**src/rtl/mem_ctrl.sv**
```systemverilog
// mem_ctrl: arbitrates one byte-wide RAM port between instruction fetch and the MEM stage,
//   splitting 1/2/4-byte accesses into little-endian byte beats.
// Latency: read done at grant+N+1 edges, write done at grant+N edges (N = byte count).
// Backpressure: requesters hold req until their done pulse; MEM beats IF, no preemption;
//   IF may drop req mid-fetch to flush, MEM accesses always run to completion.
// Ports:
//   clk, rst            clock (rising edge), async active-low reset
//   if_req/if_addr      4-byte fetch request; if_done pulses with if_data valid
//   mem_req/mem_we/mem_len/mem_addr/mem_wdata   load/store request; mem_done pulses,
//                       mem_rdata valid for loads (bytes beyond length are zero)
//   ram_addr/ram_wr/ram_dout   registered RAM command; ram_din = byte at previous ram_addr
//   busy                high whenever an access is in progress
module mem_ctrl #(
  parameter int ADDR_W = 17
) (
  input  logic              clk,
  input  logic              rst,
  input  logic              if_req,
  input  logic [ADDR_W-1:0] if_addr,
  output logic              if_done,
  output logic [31:0]       if_data,
  input  logic              mem_req,
  input  logic              mem_we,
  input  logic [1:0]        mem_len,
  input  logic [ADDR_W-1:0] mem_addr,
  input  logic [31:0]       mem_wdata,
  output logic              mem_done,
  output logic [31:0]       mem_rdata,
  output logic [ADDR_W-1:0] ram_addr,
  output logic              ram_wr,
  output logic [7:0]        ram_dout,
  input  logic [7:0]        ram_din,
  output logic              busy
);

  typedef enum logic [1:0] {
    S_IDLE   = 2'd0,
    S_IF_RD  = 2'd1,
    S_MEM_RD = 2'd2,
    S_MEM_WR = 2'd3
  } state_t;

  state_t      r_state;
  state_t      w_state_nxt;
  logic [2:0]  r_cnt;        // reads: edges since grant minus one; writes: next byte index
  logic [2:0]  r_len;        // byte count of the access in flight
  logic [31:0] r_data;       // read assembly register, cleared at grant

  logic        w_grant_mem;
  logic        w_grant_if;
  logic        w_flush;
  logic        w_last;
  logic [2:0]  w_mem_len_n;
  logic [1:0]  w_byte_idx;
  logic [31:0] w_data_merged;

  assign w_mem_len_n   = (mem_len == 2'b00) ? 3'd1 :
                         (mem_len == 2'b01) ? 3'd2 : 3'd4;
  assign w_last        = (r_cnt == r_len);
  // Byte arriving on ram_din now belongs to slot cnt-1 (two-edge address-to-data delay).
  assign w_byte_idx    = 2'(r_cnt - 3'd1);
  assign w_data_merged = r_data | ({24'd0, ram_din} << {w_byte_idx, 3'b000});
  assign busy          = (r_state != S_IDLE);

  always_ff @(posedge clk or negedge rst) begin
    if (!rst) r_state <= S_IDLE;
    else      r_state <= w_state_nxt;
  end

  always_comb begin
    w_state_nxt = r_state;
    w_grant_mem = 1'b0;
    w_grant_if  = 1'b0;
    w_flush     = 1'b0;
    case (r_state)
      S_IDLE: begin
        // A requester still seeing its done pulse is dropping req this cycle; skip it.
        if (mem_req && !mem_done) begin
          w_grant_mem = 1'b1;
          w_state_nxt = mem_we ? S_MEM_WR : S_MEM_RD;
        end else if (if_req && !if_done) begin
          w_grant_if  = 1'b1;
          w_state_nxt = S_IF_RD;
        end
      end
      S_IF_RD: begin
        if (!if_req) begin
          w_flush     = 1'b1;
          w_state_nxt = S_IDLE;
        end else if (w_last) begin
          w_state_nxt = S_IDLE;
        end
      end
      S_MEM_RD, S_MEM_WR: begin
        if (w_last) w_state_nxt = S_IDLE;
      end
      default: w_state_nxt = S_IDLE;
    endcase
  end

  always_ff @(posedge clk or negedge rst) begin
    if (!rst) begin
      r_cnt     <= 3'd0;
      r_len     <= 3'd0;
      r_data    <= 32'd0;
      if_done   <= 1'b0;
      if_data   <= 32'd0;
      mem_done  <= 1'b0;
      mem_rdata <= 32'd0;
      ram_addr  <= '0;
      ram_wr    <= 1'b0;
      ram_dout  <= 8'd0;
    end else begin
      if_done  <= 1'b0;
      mem_done <= 1'b0;
      case (r_state)
        S_IDLE: begin
          if (w_grant_mem) begin
            ram_addr <= mem_addr;
            r_len    <= w_mem_len_n;
            r_data   <= 32'd0;
            if (mem_we) begin
              // First write beat goes out on the grant edge itself.
              ram_wr   <= 1'b1;
              ram_dout <= mem_wdata[7:0];
              r_cnt    <= 3'd1;
            end else begin
              ram_wr   <= 1'b0;
              r_cnt    <= 3'd0;
            end
          end else if (w_grant_if) begin
            ram_addr <= if_addr;
            r_len    <= 3'd4;
            r_data   <= 32'd0;
            ram_wr   <= 1'b0;
            r_cnt    <= 3'd0;
          end
        end
        S_IF_RD, S_MEM_RD: begin
          // A flush simply abandons the access; any byte on ram_din is dropped.
          if (!w_flush) begin
            r_cnt <= r_cnt + 3'd1;
            if (r_cnt < r_len - 3'd1) ram_addr <= ram_addr + ADDR_W'(1);
            if (r_cnt != 3'd0)        r_data   <= w_data_merged;
            if (w_last) begin
              if (r_state == S_IF_RD) begin
                if_data <= w_data_merged;
                if_done <= 1'b1;
              end else begin
                mem_rdata <= w_data_merged;
                mem_done  <= 1'b1;
              end
            end
          end
        end
        S_MEM_WR: begin
          if (w_last) begin
            ram_wr   <= 1'b0;
            mem_done <= 1'b1;
          end else begin
            ram_addr <= ram_addr + ADDR_W'(1);
            ram_dout <= mem_wdata[{r_cnt[1:0], 3'b000} +: 8];
            r_cnt    <= r_cnt + 3'd1;
          end
        end
        default: ;
      endcase
    end
  end

endmodule

```
**config.mk**
```make
export PLATFORM = sky130hd
export DESIGN_NAME = mem_ctrl
export DESIGN_NICKNAME = d
export VERILOG_FILES = /design/src/rtl/mem_ctrl.sv
export SDC_FILE = /design/constraint.sdc
export NUM_CORES = 1
export LEC_CHECK = 0
export CORE_MARGIN = 10
export CORE_UTILIZATION = 40
export CTS_CLUSTER_DIAMETER = 60
export DETAILED_ROUTE_END_ITERATION = 10
export PLACE_DENSITY = 0.74
export SETUP_SLACK_MARGIN = 0.02
export SYNTH_ARGS = -nofsm -noshare
export SYNTH_HDL_FRONTEND = slang
export SYNTH_SLANG_ARGS = --single-unit
```
**constraint.sdc**
```tcl
create_clock -name clk -period 3 [get_ports clk]
set_input_delay 0.3 -clock clk [delete_from_list [all_inputs] [get_ports clk]]
set_output_delay 0.3 -clock clk [all_outputs]
set_load 0.02 [all_outputs]
```
=== After elaboration in Yosys (flattened, before gate mapping) ===
Cells that the tools add are included.

* Register bits after elaboration: 132
* Latch bits: 0
* Bits in writable memories: 0
* Memory bits (read-only): 0
* Bits of input ports: 81
* Output and inout bits: 93
* Logic and storage cells: 108
* Memories kept: 0

* $add $sub $neg: 4
* $mul: 0
* Divide/modulo/power cells: 0
* Magnitude comparators: 1
* Equal/unequal tests: 14
* Shift operators: 2
* Multiplexer cells: 52
* Bitwise logic cells: 3
* Reductions and logical operators: 21

{| class="wikitable"
|+ Operator list
! operator !! number
|-
| $mux 32 || 4
|-
| $mux 17 || 5
|-
| $pmux 32 s2 || 1
|-
| $pmux 17 s3 || 1
|-
| $or 32x32->32 || 1
|-
| $shiftx 32x6->8 || 1
|-
| $shl 8x5->32 || 1
|-
| $mux 3 || 8
|-
| $mux 8 || 3
|-
| $mux 1 || 21
|-
| $reduce_and 4->1 || 5
|-
| $add 17x1->17 const B || 1
|-
| $pmux 8 s2 || 1
|-
| $ne 2x2->1 const B || 7
|-
| $pmux 3 s3 || 1
|-
| $mux 2 || 4
|-
| $reduce_bool 2->1 || 4
|-
| $ne 3x3->1 const B || 2
|-
| $pmux 2 s3 || 1
|-
| $reduce_and 3->1 || 2
|-
| $eq 2x1->1 const B || 2
|-
| $eq 2x2->1 const B || 2
|-
| $logic_not 2->1 || 2
|-
| $pmux 1 s2 || 2
|-
| other kinds (11) || 15
|}

=== Logic depth before layout (Yosys ltp) ===
Gate-level depths: netlist (run 1).

* Depth in word-level cells: 8
* Mapped depth: 11
* Gate-level depth less buffers: 9

=== Worst setup path after synthesis (run 1) ===
OpenSTA, ideal clock, no wires.

* Path kind: reg-to-reg
* Start: reg r_len[1]
* End: reg ram_addr[4]
* Setup time: 0.104 ns
* Data arrival time: 1.979 ns
* Required time: 2.896 ns
* Path slack: 0.917 ns
* Cell stages (with the launch flop): 11
* Buffers on the path: 2
* Period minus slack after synthesis: 2.083 ns
* Cells stage by stage: dfrtp_1 -> inv_1 -> ha_1 -> ha_1 -> nor2b_1 -> o31ai_1 -> and4_1 -> buf_2 -> buf_4 -> nor2_1 -> a221oi_1

* Word-level cells in the longest chain between the ends: 4
* Elaborated cells between the ends (all ways): 6
* Classes of those cells: add/sub (1); order compare (1); eq/ne (3); reduce/logical (1)

{| class="wikitable"
|+ RTL lines
! what !! line !! RTL
|-
| from (decl) || 46 || <nowiki>logic [2:0] r_len;</nowiki>
|-
| from (signal assigned) || 120 || <nowiki>r_len <= w_mem_len_n;</nowiki>
|-
| $sub 3x1->3 || 143 || <nowiki>if (r_cnt < r_len - 3'd1) ram_addr <= ram_addr + ADDR_W'(1);</nowiki>
|-
| $lt 3x3->1 || 143 ||
|-
| $ne 2x2->1 (no line) || -- ||
|-
| $reduce_and 4->1 (no line) * || -- ||
|-
| to (signal assigned) || 132 || <nowiki>ram_addr <= if_addr;</nowiki>
|-
| to (signal assigned) || 143 ||
|-
| to (signal assigned) || 161 || <nowiki>ram_addr <= ram_addr + ADDR_W'(1);</nowiki>
|-
| to (decl) || 29 || <nowiki>output logic [ADDR_W-1:0] ram_addr,</nowiki>
|}

Mark *: on every way between the ends. The rest lies on a longest branch, timed or not.
A chain may end at the register's enable or synchronous reset.

=== Worst setup path after layout (run 1) ===
* Start: reg r_len[1]
* End: reg ram_addr[11]

The elaborated chain is that of the path after synthesis.

==> reports/metrics.cfg, run 1 <==
[synth]
yosys.area_share.simple_pct=16.8
synth_compound_gate_area_share_pct=18.6
syn_inst=648
synth-seq-cells=132
synth_mux_area_share_pct=5.26
ys_top_cells_by_area=dfrtp_1 53%, a21oi_1 9.5%, nor2_1 5.5%
synthArstFlopShare_pct=100
yosysTopAreaCell=dfrtp_1
synth_top_family_by_area=compound AO/OA/AOI/OAI gates
avgSynthCellArea_um2=9.69
yosys_most_used_dff=dfrtp_1
synth_edf_count=0
ys_types=54
yosysMostFrequentCell=dfrtp_1
synthAdderAreaFrac_pct=2.59
synthXorXnorAreaFrac_pct=0.418
yosys.area.top_type_share_pct=52.6
syn-cell-area_um2=6280
yosys-top-cells-count=132 x dfrtp_1, 119 x a21oi_1, 92 x nor2_1, 50 x nand2_1, 49 x o21ai_0
synth_warnings=0
yosysSeqAreaShare_pct=52.6
syn_nets=742

[place]
dp_cells=1006
place_area_um2=8210
port_buffers=173
dp_hpwl_um=12600
place_ws_ns=0.468
place.gp.congestion=0.833

[die]
die_area_um2=21100
die_x_um=145
coreArea_um2=15300
fp-row-count=45
initial_utilization_pct=41.0
die_y_um=145
io_pins=174

[layout]
drive_above_1_share_pct=10.6
final_area_um2=8870
num_antenna_cells=0
fin_cells=1038
fin_util_pct=57.9
nets=908
syn_to_final_growth_pct=41.3

[power]
combPwrFrac_pct=50.0
p_per_area_nw_per_um2=1250
p_sw_share_pct=41.0
pwr-share-clk_pct=21.0
p_switching_mw=4.55
ir_worst_vdd_mv=0.610
p_seq_share_pct=29.1
leakage_nw=3.85
finalPower_mw=11.1
power.internal_mw=6.55

[detailed_routing]
routed_wl_um=17700
ant_nets=0
dr.pass1.iters=5
drc=0
wl_per_cell_um=17.1
vias=5451
drt-vias-per-instance=5.25
drtIter0Drc=504

[worst_setup_path]
setup.worst_path.start=r_len[1]
slowest_stage=dfrtp_1
crit_arrival_ns=2.83
required_ns=3.27
crit_path_start_kind=flop
r2r_start=r_len[1]
crit_top_cell=ha_1
crit_chain=inv_1 -> ha_1 -> ha_1 -> nor2b_1 -> o31ai_1 -> nand4_1 -> nor2_1 -> buf_4 -> a221oi_1
critPathKind=reg2reg
cp_max_fo=9
slowest_delay_ns=0.39
endpoint_kind=flop

[flow_run]
maxCapViolations=0

[clock_tree]
clk_latency_ns=0.41
htreeDepth=4
clk_pin_slew_ns=0.06
clock-sinks=132
tritoncts=built
holdBufCountCts=0
cts_resized=0
root_buffer=clkbuf_16
cts_buffer_depth=2
post-cts-setup-buffers=0
cts_made_buffers=17

[sta]
whs_ns=0.0323
period_minus_slack_ns=2.56
worst_slew_pin_slew_ns=1.02
hold_violations=0
period_share_pct=85.3
finalMaxSlewViolations=0
rsz0062_at_grt=false
fin_skew_ns=0.00761
tns_ns=0
worst_slack_ns=0.441
slew_headroom_pct=31.7
clock.fmax_mhz=391
setup_viol=0

[global_route]
grt_pass1_wl_um=29300
grt-ovfl-total=0
grt_max_degree=114
track_usage_pct=16.6
antenna_found_initial=0
grt_pass1_vias=5606

[outcome]
outcome=finished, final reports clean

[hold_path]
holdCritPathClass=in2async

==> worst paths after layout <==
kind	to	slack (ns)	cells past startpoint
max	ram_addr[11]	0.44	9
min	if_data[13]	0.03	1
max reg2reg	ram_addr[11]	0.44	9
min reg2reg	mem_rdata[3]	0.47	2
max in group asynchronous	if_data[23]	2.17	2
min in group clk	mem_rdata[3]	0.47	2
==> cell usage in the layout (no fill, tap or decap), types with 3 or more instances in the layout <==
| cell type | instances |
|---|---|
| nor2_1 | 92 |
| buf_4 | 16 |
| o221a_2 | 4 |
| xnor2_1 | 3 |
| o31ai_1 | 4 |
| a221oi_1 | 7 |
| clkbuf_16 | 17 |
| nor2_2 | 4 |
| nand2_1 | 50 |
| clkdlybuf4s50_1 | 172 |
| inv_1 | 9 |
| ha_1 | 13 |
| a21oi_1 | 119 |
| mux2_2 | 16 |
| and4_1 | 4 |
| nand4_1 | 6 |
| nand3_1 | 13 |
| nand2b_1 | 5 |
| o21ai_0 | 49 |
| o22ai_1 | 7 |
| nor4b_4 | 4 |
| a31o_2 | 4 |
| mux2i_1 | 15 |
| nor2b_1 | 5 |
| dfrtp_1 | 132 |
| inv_6 | 4 |
| and3_1 | 8 |
| bufinv_16 | 5 |
==> flip-flops by register name, summed over array words and instances, names as in the netlist <==
name	count
mem_done	1
ram_dout	8
if_data	32
if_done	1
r_state	2
r_len	3
r_data	32
mem_rdata	32
r_cnt	3
ram_addr	17
ram_wr	1
==> metal layers <==
metal	wire, µm	track usage [%]
met4	119	3.59
met5	0	0
met3	1490	6.52
met2	8160	25.7
met1	7970	21.6
==> worst max-delay path, delay by kind of cell, from the launching register on <==
| family | cells | cell delay, ns |
|---|---|---|
| AND/OR/NAND/NOR | 3 | 0.87 |
| buffers and inverters | 2 | 0.26 |
| AO/OA/AOI/OAI | 2 | 0.34 |
| flip-flops | 1 | 0.39 |
| adder cells (fa/ha/maj) | 2 | 0.53 |
==> cell type report <==
class	count	area, µm²
repair buffers	189	1850
well taps	211	264
flip-flops and latches	132	3300
multi-input cells	464	2750
clock inverters	13	220
fillers	1305	6440
clock buffers	19	443
inverters	10	37.5
==> power groups by stage <==
stage          registers [mW]  clock network [mW]  logic (mW)
2_1_floorplan            3.85                   0        2.70
3_3_place_gp             3.21                   0        5.47
3_5_place_dp             3.24                   0        5.58
4_1_cts                  3.22                2.37        5.61
5_1_grt                  3.34                2.45        6.12
6_report                 3.22                2.33        5.54
==> cells by family (layout without fill, tap and decap cells) <==
| kind of cell | Yosys count | count (layout) |
|---|---|---|
| AOI/OAI and AO/OA | 209 | 209 |
| buffers and inverters | 52 | 231 |
| xor gates and xnor gates | 3 | 3 |
| DFF | 132 | 132 |
| muxes | 31 | 31 |
| adders and majority gates | 13 | 13 |
| and+or+nand+nor | 208 | 208 |
Power figures use the tool's default switching activity.
==> run 2: changes to the inputs <==
Settings changed: CTS_CLUSTER_SIZE from default to 20, HOLD_SLACK_MARGIN from default to 0.1.
==> run 2 against run 1 <==
Net effect: via count is 0.62% lower; clock power barely moved; first-iteration DRC count is 3.8% higher; clock skew hardly changed; core utilization is 0.065 points higher; largest cell class unchanged; largest power group unchanged.
==> reports/metrics.cfg, run 2 (synthesis gave the netlist of run 1 again) <==
[outcome]
outcome=finished, final reports clean

[global_route]
antenna_found_initial=0  ; unchanged
track_usage_pct=16.6  ; unchanged
grt-ovfl-total=0  ; unchanged
grt_max_degree=114  ; unchanged
grt_pass1_vias=5612  ; +0.11%
grt_pass1_wl_um=29300  ; unchanged

[detailed_routing]
wl_per_cell_um=17.1  ; +0.26%
ant_nets=0  ; unchanged
drc=0  ; unchanged
dr.pass1.iters=5  ; unchanged
drt-vias-per-instance=5.21  ; -0.72%
drtIter0Drc=523  ; +3.8%
routed_wl_um=17800  ; +0.36%
vias=5417  ; -0.62%

[die]
io_pins=174  ; unchanged
initial_utilization_pct=41.0  ; unchanged
coreArea_um2=15300  ; unchanged
fp-row-count=45  ; unchanged
die_x_um=145  ; unchanged
die_area_um2=21100  ; unchanged
die_y_um=145  ; unchanged

[clock_tree]
cts_resized=0  ; unchanged
tritoncts=built
post-cts-setup-buffers=0  ; unchanged
htreeDepth=4  ; unchanged
cts_made_buffers=17  ; unchanged
clk_latency_ns=0.41  ; about the same
clock-sinks=132  ; unchanged
holdBufCountCts=1  ; +1
cts_buffer_depth=2  ; unchanged
root_buffer=clkbuf_16
clk_pin_slew_ns=0.06  ; about the same

[layout]
fillers=1304  ; -0.077%
largest_registers=if_data: 32 flops, mem_rdata: 32 flops, r_data: 32 flops
num_antenna_cells=0  ; unchanged
final_cell_mix=172 x clkdlybuf4s50_1, 132 x dfrtp_1, 119 x a21oi_1
nets=909  ; +0.11%
final_common_cell=clkdlybuf4s50_1
final_area_um2=8880  ; +0.11%
fin_util_pct=58.0  ; +0.065 points
fin_cells=1039  ; +0.096%
syn_to_final_growth_pct=41.4
drive_above_1_share_pct=10.6  ; -0.013 points
seqCellArea_um2=3300  ; unchanged
multi_input_comb_area_um2=2750  ; unchanged

[place]
dp_cells=1006  ; unchanged
place_area_um2=8210  ; unchanged
port_buffers=173  ; unchanged
place.gp.congestion=0.833  ; unchanged
dp_hpwl_um=12600  ; unchanged

[flow_run]
maxCapViolations=0  ; unchanged

[sta]
setup_viol=0  ; unchanged
worst_slew_pin_slew_ns=1.03  ; +0.00549 ns
period_share_pct=86.1  ; +0.77 points
fin_skew_ns=0.00752  ; -0.0000903 ns
clock.fmax_mhz=387  ; -0.89%
hold_violations=0  ; unchanged
finalMaxSlewViolations=0  ; unchanged
rsz0062_at_grt=false
period_minus_slack_ns=2.58  ; +0.0231 ns
slew_headroom_pct=31.4  ; -0.37 points
tns_ns=0  ; unchanged

[power]
leakage_nw=3.85  ; +0.11%
finalPower_mw=11.1  ; about the same
ir_worst_vdd_mv=0.609  ; about the same
p_per_area_nw_per_um2=1250  ; about the same

[worst_setup_path]
crit_chain=inv_1 -> ha_1 -> ha_1 -> nor2b_1 -> o31ai_1 -> nand4_1 -> nor2_1 -> buf_4 -> a221oi_1
crit_path_start_kind=flop
critPathKind=reg2reg
slowest_stage=nand4_1
crit_arrival_ns=2.85  ; +0.02 ns
slowest_delay_ns=0.40  ; about the same
crit_top_cell=ha_1
endpoint_kind=flop
critPathTopFamily=simple AND/OR/NAND/NOR gates
cp_max_fo=9  ; unchanged
required_ns=3.26  ; about the same
crit_buf_inv=2  ; unchanged

[hold_path]
holdCritPathClass=reg2reg

-- run 2: cell type report --
class	count	share of cell area [%]
multi-input combinational	464	31.0
timing repair buffer	190	21.0
tap	211	2.97
clock inverter	13	2.48
sequential	132	37.2
clock buffer	19	4.99
inverter	10	0.422
-- run 2: path summary, 6_finish.rpt --
path                            slack (ns)  depth (start not counted)    startpoint      endpoint
worst max-delay path                  0.42                          9      r_len[1]  ram_addr[11]
worst min-delay path                  0.47                          2  mem_rdata[3]  mem_rdata[3]
worst max register to register        0.42                          9      r_len[1]  ram_addr[11]
worst min register to register        0.47                          2  mem_rdata[3]  mem_rdata[3]
max in group asynchronous             1.60                          3           rst   if_data[23]
min in group asynchronous             0.61                          2           rst   if_data[13]
-- run 2: power by group --
group          internal, mW  total, mW  switching (mW)
logic                  2.43       5.54            3.11
registers              2.61       3.23           0.618
clock network          1.51       2.33           0.816
-- run 2: per-layer routing --
metal / up-vias / routed length (µm) / GRT usage, %
met4: 0 / 124 / 3.59
met5: - / 0 / 0
li1: 2635 / - / -
met1: 2556 / 8010 / 21.6
met2: 211 / 8170 / 25.7
met3: 15 / 1500 / 6.52
-- run 2: worst register-to-register path, delay by kind of cell (launching register included) --
family	cells	cell delay (ns)
simple gates	3	0.90
flops	1	0.39
fa+ha+maj	2	0.53
compound gates	2	0.35
buf+inv	2	0.27
-- run 2: per-stage QoR --
step | hold slack, ns | setup WS, ns
3_5_place_dp | 0.470 | 0.468
4_1_cts | 0.469 | 0.432
3_3_place_gp | 0.461 | 0.557
2_1_floorplan | 0.00441 | 0.917
6_report | 0.475 | 0.418
5_1_grt | 0.480 | 0.181
==> run 3: changes to the inputs <==
Settings changed: CAP_MARGIN from default to 20, TNS_END_PERCENT from default to 30.
==> run 3 against run 2 <==
Net effect: sequential power barely moved; largest cell class unchanged; fmax rose by 0.27%; non-clock buffer count rose by 1; clock skew fell by 0.0016 ns; critical endpoint unchanged; critical path depth did not move; clock-buffer cell count did not move; power rose by 0.15%; setup slack improved by 0.0068 ns; via count rose by 0.59%.
==> reports/metrics.cfg, run 3 (synthesis gave the netlist of run 1 again) <==
[detailed_routing]
ant_nets=0  ; unchanged
drt-vias-per-instance=5.24  ; +0.49%
drtIter0Drc=532  ; +1.7%
routed_wl_um=17900  ; +0.30%
drc=0  ; unchanged
vias=5449  ; +0.59%
dr.pass1.iters=5  ; unchanged
wl_per_cell_um=17.2  ; +0.21%

[die]
die_area_um2=21100  ; unchanged
fp-row-count=45  ; unchanged
initial_utilization_pct=41.0  ; unchanged
io_pins=174  ; unchanged
die_y_um=145  ; unchanged
coreArea_um2=15300  ; unchanged
die_x_um=145  ; unchanged

[sta]
tns_ns=0  ; unchanged
period_minus_slack_ns=2.58  ; -0.00684 ns
setup_viol=0  ; unchanged
worst_slew_pin_slew_ns=0.760  ; -0.270 ns
hold_violations=0  ; unchanged
finalMaxSlewViolations=0  ; unchanged
whs_ns=0.255  ; -0.220 ns
rsz0062_at_grt=false
period_share_pct=85.9  ; -0.23 points
fin_skew_ns=0.00595  ; -0.00157 ns
worst_slack_ns=0.424  ; +0.00684 ns
clock.fmax_mhz=388  ; +0.27%
slew_headroom_pct=49.0  ; +18 points

[global_route]
grt_max_degree=114  ; unchanged
track_usage_pct=16.6  ; unchanged
grt_pass1_vias=5612  ; unchanged
grt_pass1_wl_um=29300  ; unchanged
grt-ovfl-total=0  ; unchanged
antenna_found_initial=0  ; unchanged

[clock_tree]
post-cts-setup-buffers=0  ; unchanged
htreeDepth=4  ; unchanged
root_buffer=clkbuf_16
cts_made_buffers=17  ; unchanged
cts_buffer_depth=2  ; unchanged
clock-sinks=132  ; unchanged
holdBufCountCts=1  ; unchanged
cts_resized=0  ; unchanged
clk_pin_slew_ns=0.06  ; about the same
clk_latency_ns=0.42  ; about the same
tritoncts=built

[place]
dp_hpwl_um=12600  ; unchanged
place.gp.congestion=0.833  ; unchanged
port_buffers=173  ; unchanged
place_ws_ns=0.468  ; unchanged
dp_cells=1006  ; unchanged
place_area_um2=8210  ; unchanged

[power]
finalPower_mw=11.1  ; +0.15%
p_per_area_nw_per_um2=1250  ; -0.16%
combPwrFrac_pct=49.9  ; about the same
p_switching_mw=4.56  ; +0.28%
p_seq_share_pct=29.0  ; about the same
pwr-share-clk_pct=21.0  ; about the same
leakage_nw=3.86  ; +0.33%
power.internal_mw=6.55  ; about the same
p_sw_share_pct=41.0  ; +0.054 points
ir_worst_vdd_mv=0.611  ; +0.29%

[worst_setup_path]
cp_max_fo=9  ; unchanged
crit_path_start_kind=flop
crit_arrival_ns=2.84  ; about the same
setup.worst_path.start=r_len[1]
required_ns=3.27  ; about the same
endpoint_kind=flop
critPathKind=reg2reg
r2r_start=r_len[1]

[layout]
nets=910  ; +0.11%
final_area_um2=8910  ; +0.31%
fin_util_pct=58.2  ; +0.18 points
drive_above_1_share_pct=10.7  ; +0.11 points
syn_to_final_growth_pct=41.9
largest_registers=if_data: 32 flops, mem_rdata: 32 flops, r_data: 32 flops
fillers=1302  ; -0.15%
num_antenna_cells=0  ; unchanged
final_cell_mix=172 x clkdlybuf4s50_1, 132 x dfrtp_1, 119 x a21oi_1
final_common_cell=clkdlybuf4s50_1
fin_cells=1040  ; +0.096%

[outcome]
outcome=finished, final reports clean

[hold_path]
holdCritPathClass=in2async

[flow_run]
maxCapViolations=0  ; unchanged

[run 3: cell type report]
type / instances / area (µm²) / share of cell area [%]
Inverter: 10 / 37.5 / 0.421
Sequential cell: 132 / 3300 / 37.1
Multi-Input combinational cell: 464 / 2750 / 30.9
Tap cell: 211 / 264 / 2.96
Clock inverter: 13 / 220 / 2.47
Timing Repair Buffer: 191 / 1890 / 21.2
Clock buffer: 19 / 443 / 4.97
[run 3: worst max-delay path, cell delays in order, from the launching register on]
cell and delay (ns):
dfrtp_1 0.39, inv_1 0.06, ha_1 0.27, ha_1 0.26
nor2b_1 0.13, o31ai_1 0.25, nand4_1 0.40, nor2_1 0.37
buf_4 0.21, a221oi_1 0.09
[run 3: power groups by stage]
stage,combinational [mW],clock (mW),sequential (mW)
after global placement,5.47,0,3.21
after floorplan,2.70,0,3.85
after CTS,5.61,2.37,3.22
after global routing,6.13,2.45,3.34
final,5.55,2.33,3.23
after detailed placement,5.58,0,3.24
[run 3: worst paths after layout]
kind,to,slack [ns],depth (start not counted)
max in group asynchronous,if_data[23],1.83,4
hold reg to reg,mem_rdata[3],0.47,2
min in group clk,mem_rdata[3],0.47,2
setup / recovery,ram_addr[11],0.42,9
hold / removal,if_data[8],0.25,2
setup reg to reg,ram_addr[11],0.42,9
[run 3: layer usage]
layer	routed length [µm]	global-route usage [%]	part of all wire (%)
met1	8040	21.6	45
met2	8190	25.7	46
met5	0	0	0
met3	1480	6.52	8.3
met4	141	3.59	0.79
